`src/rtl/imem_boot_loader.sv`:
```
// Boot loader: streams a program into instruction memory over a byte link,
// verifies an XOR checksum, then releases the core from reset.
module imem_boot_loader #(
    parameter int ADDR_W = 6,
    parameter int DEPTH  = 64
) (
    input  logic              clk,
    input  logic              reset,
    input  logic              rx_valid,
    input  logic [7:0]        rx_data,
    output logic              rx_ready,
    output logic              imem_we,
    output logic [ADDR_W-1:0] imem_addr,
    output logic [31:0]       imem_wdata,
    output logic              core_reset,
    output logic              done,
    output logic              error
);

    localparam int CNT_W = $clog2(DEPTH + 1);

    typedef enum logic [2:0] {
        S_IDLE,
        S_LOAD,
        S_WRITE,
        S_CHECK,
        S_RUN,
        S_ERR
    } state_t;

    state_t            r_state;
    logic [CNT_W-1:0]  r_n;
    logic [1:0]        r_bcnt;
    logic [7:0]        r_csum;
    logic [31:0]       r_wdata;
    logic [ADDR_W-1:0] r_addr;
    logic              r_we;
    logic              r_core_reset;
    logic              r_done;
    logic              r_error;

    logic w_ready;
    logic w_accept;
    logic w_last;
    logic w_cnt_ok;

    assign w_ready  = (r_state == S_IDLE) || (r_state == S_LOAD) ||
                      (r_state == S_CHECK);
    assign w_accept = rx_valid & w_ready;
    assign w_last   = (CNT_W'(r_addr) == (r_n - CNT_W'(1)));
    assign w_cnt_ok = (rx_data != 8'd0) && (int'(rx_data) <= DEPTH);

    always_ff @(posedge clk or posedge reset) begin
        if (reset) begin
            r_state      <= S_IDLE;
            r_n          <= '0;
            r_bcnt       <= '0;
            r_csum       <= '0;
            r_wdata      <= '0;
            r_addr       <= '0;
            r_we         <= 1'b0;
            r_core_reset <= 1'b1;
            r_done       <= 1'b0;
            r_error      <= 1'b0;
        end else begin
            r_we <= 1'b0;
            unique case (r_state)
                S_IDLE: begin
                    if (w_accept) begin
                        if (w_cnt_ok) begin
                            r_n     <= CNT_W'(rx_data);
                            r_state <= S_LOAD;
                        end else begin
                            r_error <= 1'b1;
                            r_state <= S_ERR;
                        end
                    end
                end
                S_LOAD: begin
                    if (w_accept) begin
                        r_wdata <= {r_wdata[23:0], rx_data};
                        r_csum  <= r_csum ^ rx_data;
                        r_bcnt  <= r_bcnt + 2'd1;
                        if (r_bcnt == 2'd3) begin
                            r_we    <= 1'b1;
                            r_state <= S_WRITE;
                        end
                    end
                end
                S_WRITE: begin
                    // address only advances once the write has been issued
                    if (w_last) begin
                        r_state <= S_CHECK;
                    end else begin
                        r_addr  <= r_addr + ADDR_W'(1);
                        r_state <= S_LOAD;
                    end
                end
                S_CHECK: begin
                    if (w_accept) begin
                        if (rx_data == r_csum) begin
                            r_core_reset <= 1'b0;
                            r_done       <= 1'b1;
                            r_state      <= S_RUN;
                        end else begin
                            r_error <= 1'b1;
                            r_state <= S_ERR;
                        end
                    end
                end
                S_RUN: ;
                S_ERR: ;
                default: r_state <= S_ERR;
            endcase
        end
    end

    assign rx_ready   = w_ready;
    assign imem_we    = r_we;
    assign imem_addr  = r_addr;
    assign imem_wdata = r_wdata;
    assign core_reset = r_core_reset;
    assign done       = r_done;
    assign error      = r_error;

endmodule

```
`config.mk`:
```
export PLATFORM = sky130hd
export DESIGN_NAME = imem_boot_loader
export DESIGN_NICKNAME = d
export VERILOG_FILES = /design/src/rtl/imem_boot_loader.sv
export SDC_FILE = /design/constraint.sdc
export NUM_CORES = 1
export LEC_CHECK = 0
export ABC_AREA = 1
export BUFFER_PORTS_ARGS = -buffer_cell sky130_fd_sc_hd__buf_2
export CAP_MARGIN = 30
export CORE_MARGIN = 2
export CORE_UTILIZATION = 30
export CTS_CLUSTER_DIAMETER = 30
export DETAILED_ROUTE_END_ITERATION = 10
export PLACE_DENSITY = 0.6
export SYNTH_ARGS = -nofsm -noshare
export SYNTH_HDL_FRONTEND = slang
export SYNTH_SLANG_ARGS = --single-unit
export TNS_END_PERCENT = 20
```
`constraint.sdc`:
```
create_clock -name clk -period 3.5 [get_ports clk]
set_clock_uncertainty 0.1 [all_clocks]
set_input_delay 0.525 -clock clk [delete_from_list [all_inputs] [get_ports clk]]
set_output_delay 0.525 -clock clk [all_outputs]
set_load 0.1 [all_outputs]
```
### Yosys cells after proc, flatten, opt, wreduce, memory -nomap -nowiden

Index checks and enable logic that the tools add are counted.

| cells by class | value |
|---|---|
| reduce and logical (&&, ||, !) cells | 13 |
| muxes and demuxes | 16 |
| bitwise gates (word level) | 4 |
| equality and inequality tests | 14 |
| $add $sub $neg | 3 |
| order comparisons | 1 |

Operators by type and width:

| operator | number |
|---|---|
| 3-bit 2-to-1 mux | 5 |
| 3-bit one-hot mux with 5 select lines | 1 |
| 2-bit != test (second input constant) | 5 |
| 5-bit AND reduction | 2 |
| 8-bit equality test | 1 |
| 8-bit by 7-bit less-or-equal comparator with 1-bit output (second input constant) | 1 |
| 1-bit 2-to-1 mux | 8 |
| 8-bit nonzero test | 1 |
| 8-bit XOR | 1 |
| 6-bit by 7-bit equality test with 1-bit output | 1 |
| 7-bit by 1-bit subtractor with 7-bit output (second input constant) | 1 |
| 6-bit by 1-bit adder with 6-bit output (second input constant) | 1 |
| 3-bit by 2-bit equality test with 1-bit output (second input constant) | 2 |
| 3-bit equality test (second input constant) | 2 |
| 3-bit AND reduction | 2 |
| 2-bit AND reduction | 2 |
| 3-bit by 1-bit equality test with 1-bit output (second input constant) | 1 |
| 3-bit logical NOT | 1 |
| 2-bit by 1-bit adder with 2-bit output (second input constant) | 1 |
| 2-bit equality test (second input constant) | 1 |
| 1-bit logical OR | 2 |
| 2-bit 2-to-1 mux | 1 |
| 2-bit by 1-bit != test with 1-bit output (second input constant) | 1 |
| 1-bit inverter | 2 |
| 5 further kinds | 5 |

| word-level totals | value |
|---|---|
| bits in registers | 62 |
| output and inout bits | 43 |
| input bits | 11 |
| word-level logic and storage cells | 61 |

### Depth between registers and ports, before layout

| depth | value |
|---|---|
| depth in word-level cells | 6 |
| mapped depth | 13 |
| depth with buffers taken out | 13 |

### Worst setup path after synthesis

No wires, ideal clock.

| timing path | value |
|---|---|
| path type | register to register |
| from | reg r_addr[4] (netlist: imem_addr[4]) |
| to | reg r_addr[2] (netlist: imem_addr[2]) |
| arrival | 1901 ps |
| buffers on the path | 0 |
| slack | 1416 ps |
| required time | 3317 ps |
| stages on the path, launching flop included | 11 |
| cells stage by stage | dfrtp_1 > inv_1 > nand2_1 > nand3_1 > nand2_1 > nand3_1 > nor2_1 > nand2_2 > nand2_2 > nand2_1 > o21ai_0 |

| between the ends | value |
|---|---|
| word-level cells in the longest chain between the ends | 3 |

Ends and longest elaborated chain:

| what | RTL line | text |
|---|---|---|
| start: declaration | 36 | `logic [ADDR_W-1:0] r_addr;` |
| start signal: assignment | 95 | `r_addr <= r_addr + ADDR_W'(1);` |
| 6-bit by 7-bit equality test with 1-bit output | 50 | `assign w_last = (CNT_W'(r_addr) == (r_n - CNT_W'(1)));` |
| 1-bit inverter (no line) | n/a |  |
| 2-bit AND reduction (no line) | n/a |  |

No other way between the ends.
A chain may end at the register's enable or synchronous reset.

### Final worst setup path

| timing path | value |
|---|---|
| from | reg r_state[2] |
| to | out rx_ready |

| between the ends | value |
|---|---|
| word-level cells in the longest chain between the ends | 3 |
| elaborated cells between the ends (all ways) | 5 |
| those cells by class | eq/ne (2); reduce/logical (3) |

Ends and longest elaborated chain:

| what | RTL line | text |
|---|---|---|
| start: declaration | 31 | `state_t r_state;` |
| start signal: assignment | 55 | `r_state <= S_IDLE;` |
| start signal: assignment | 72 | `r_state <= S_LOAD;` |
| start signal: assignment | 75 | `r_state <= S_ERR;` |
| 3-bit by 1-bit equality test with 1-bit output or 3-bit logical NOT (tied branches) | 47 | `assign w_ready = (r_state == S_IDLE) \|\| (r_state == S_LOAD) \|\|` |
| 1-bit logical OR | 47 |  |
| 1-bit logical OR * | 47 |  |
| end: declaration | 11 | `output logic rx_ready,` |

Every way passes the cells marked *; elsewhere a longest branch is shown, timed or not.

==> key figures <==
Setup path
  • Slowest-stage cell, CP: dfrtp_1
  • Worst-path fanout max: 5
  • Slowest Stage Delay on Critical Path: 0.45 ns
  • Worst Setup Path Type: reg -> out
  • Worst EP arrival: ~1.5 ns
  • Kind of cell adding the most delay to the critical path: buffers and inverters
  • Required time of the critical path: 2.87 ns
  • Critical-path cell list: nor2_1, nor2_2, inv_2, buf_2
  • Setup crit end kind: primary output
  • Buf+Inv Stages, Crit Path: 2
  • Crit start category: flop
  • Reg2reg setup slack: 1.39 ns

Flow run
  • Total of max-cap violations: 0

Floorplan
  • Die Wd: 104 um
  • Die Span Y: roughly 100 um
  • IO Count: 54
  • Placeable Area: 0.00973 sq mm
  • Initial Util: 30.7%
  • Die ar.: about 0.011 sq mm
  • Rows: 36

STA
  • Setup TNS: 0 ns
  • Slew HR: 38.4%
  • Tcrit/Tclk final: 61.3%
  • Tmin final: 2.14 ns
  • Slew Limit Fails: 0
  • Actual slew at the worst max-slew pin: 0.921 ns
  • RSZ-0062 raised after global routing: false
  • Fin. Hold Viols: 0
  • Fmax: 466 MHz
  • # setup viols final: 0

Detailed routing
  • WL/cell: 11.7 um
  • Final WL: 6110 um
  • DRT Pass-1 Iters: 6
  • Via density: around 4.3
  • Antenna Nets Post-Route: 0
  • Initial DRC count: 104
  • # DRC: 0
  • DR vias: about 2.2k

Clock tree
  • Clk buf depth: 2
  • Worst-Skew Late Latency: 0.33 ns
  • Root Driver: clkbuf_8
  • CTS Hold Bufs: 0
  • CTS clk-pin slew, worst paths: 0.07 ns
  • CTS tree: built
  • PostCTS Resize Cnt: 0
  • Post-CTS setup buffers: 0
  • H-tree depth: 3
  • Sink Count: 62
  • CTS buffer count: 9

Hold path
  • Hold Crit Class: in -> async

Cells and area
  • Final net count: slightly below 400
  • Layout cell share with drive strength beyond 1: 28.1%
  • Final Util: 36.4%
  • N_diodes: 0
  • FILL cells: 1022
  • Layout overhead on the synthesized area: 18.6%

Place
  • HPWL after DPL: approximately 4500 um
  • Placer Congestion: between 0.8 and 0.9
  • Port Buffers: 53

Synth
  • Synth cell types: 29
  • Post-Syn Nets: between 300 and 400
  • Synthesized netlist cell count: about 330
  • Post-Syn Area: 0.00299 sq mm
  • Post-synthesis area per instance: 9.17 sq um
  • Synthesized flop and latch total: slightly above 60
  • Yosys warning total: 0
  • Sequential share of the synthesized area: approximately half

GRT
  • Largest net degree at the start of global routing: 63
  • First-pass GRT wire length: 10700 um
  • Vias in the first global route: 2234
  • Global-route total usage across every layer: 12.3%
  • Gr ovfl total: 0
  • Initial antenna violation count: 0

Outcome
  • Outcome: completed
[cell usage in the layout, fill, tap and decap left out, types with 4 or more instances in the layout]
cell type  count
a21oi_1       11
a21oi_2        4
buf_2         53
clkbuf_8      10
dfrtp_1       61
inv_1         38
inv_2          5
mux2_4         8
nand2_1       77
nand2_2        4
nand3_1       15
nor2_1        28
o21ai_0        7
o21ai_1       13
o21ai_2        9
xnor2_1        8
xor2_1         7
[area by class of cell]
cell class                 count  area, sq um  share of cell area (%)
tap                          133          166                    4.70
clock buffer                  11          141                    3.99
timing repair buffer          56          288                    8.12
multi-input combinational    212         1190                    33.5
inverter                      43          161                    4.56
sequential                    62         1550                    43.8
clock inverter                 4         47.5                    1.34
[state kept, by name, indices dropped and copies added, names as in the netlist]
register,cells
imem_wdata,32
r_csum,8
r_n,7
imem_addr,6
r_state,3
r_bcnt,2
core_reset,1
done,1
error,1
imem_we,1
[synthesized netlist by cell type, drive strengths merged]
| master | instances | area share (%) |
|---|---|---|
| a21oi | 15 | 3.0 |
| a31oi | 1 | 0.21 |
| buf | 8 | 2.8 |
| clkbuf | 1 | 0.13 |
| dfrtp | 61 | 51 |
| dfstp | 1 | 0.88 |
| ha | 3 | 1.3 |
| inv | 43 | 5.4 |
| mux2 | 8 | 4.0 |
| nand2 | 81 | 11 |
| nand3 | 15 | 2.5 |
| nand3b | 1 | 0.25 |
| nand4 | 3 | 0.63 |
| nor2 | 34 | 5.3 |
| nor3 | 5 | 1.2 |
| o21ai | 29 | 6.0 |
| o21bai | 1 | 0.25 |
| o22ai | 1 | 0.21 |
| xnor2 | 8 | 2.3 |
| xor2 | 7 | 2.1 |
[stage by stage]
stage          worst slack [ns]  cell area (sq um)  std cells  hold slack, ns
2_1_floorplan              1.34               2990        326           0.353
3_3_place_gp               1.44               3350        506           0.340
3_5_place_dp               1.40               3350        506           0.351
4_1_cts                    1.34               3540        521           0.334
5_1_grt                    1.18               3540        521           0.363
6_report                   1.36               3540        521           0.317
[logic make-up (layout without fill, tap and decap cells)]
family / count (synthesis) / after routing / share of synthesized area [%]
compound gates: 47 / 47 / 9.67
xor+xnor: 15 / 15 / 4.40
fa+ha+maj: 3 / 3 / 1.26
buf+inv: 52 / 114 / 8.33
flops: 62 / 62 / 52.0
mux: 8 / 8 / 4.02
simple gates: 139 / 139 / 20.4
[tightest hold or removal path: stages]
cell	delay [ns]
buf_2	0.10
inv_2	0.03
buf_4	0.60
[layer usage]
metal / wire length (um) / track usage [%] / share of wire (%) / vias to the layer above
met5: 0 / 0 / 0 / -
met4: 92 / 6.27 / 1.5 / 0
met3: 162 / 2.71 / 2.7 / 8
met2: 2900 / 19.2 / 47 / 31
met1: 2960 / 16.2 / 48 / 1038
li1: - / - / - / 1139
[final timing paths]
kind,startpoint,end,depth (start not counted)
worst min register to register,core_reset,core_reset,2
min in group clk,rx_data[2],r_n[2],3
worst max register to register,r_state[2],imem_wdata[1],7
max in group asynchronous,reset,imem_we,3
worst max-delay path,r_state[2],rx_ready,4
worst min-delay path,reset,r_n[5],3
Power is not shown: default switching activity piles up to over one toggle a cycle in this logic, so the estimate is an artifact.
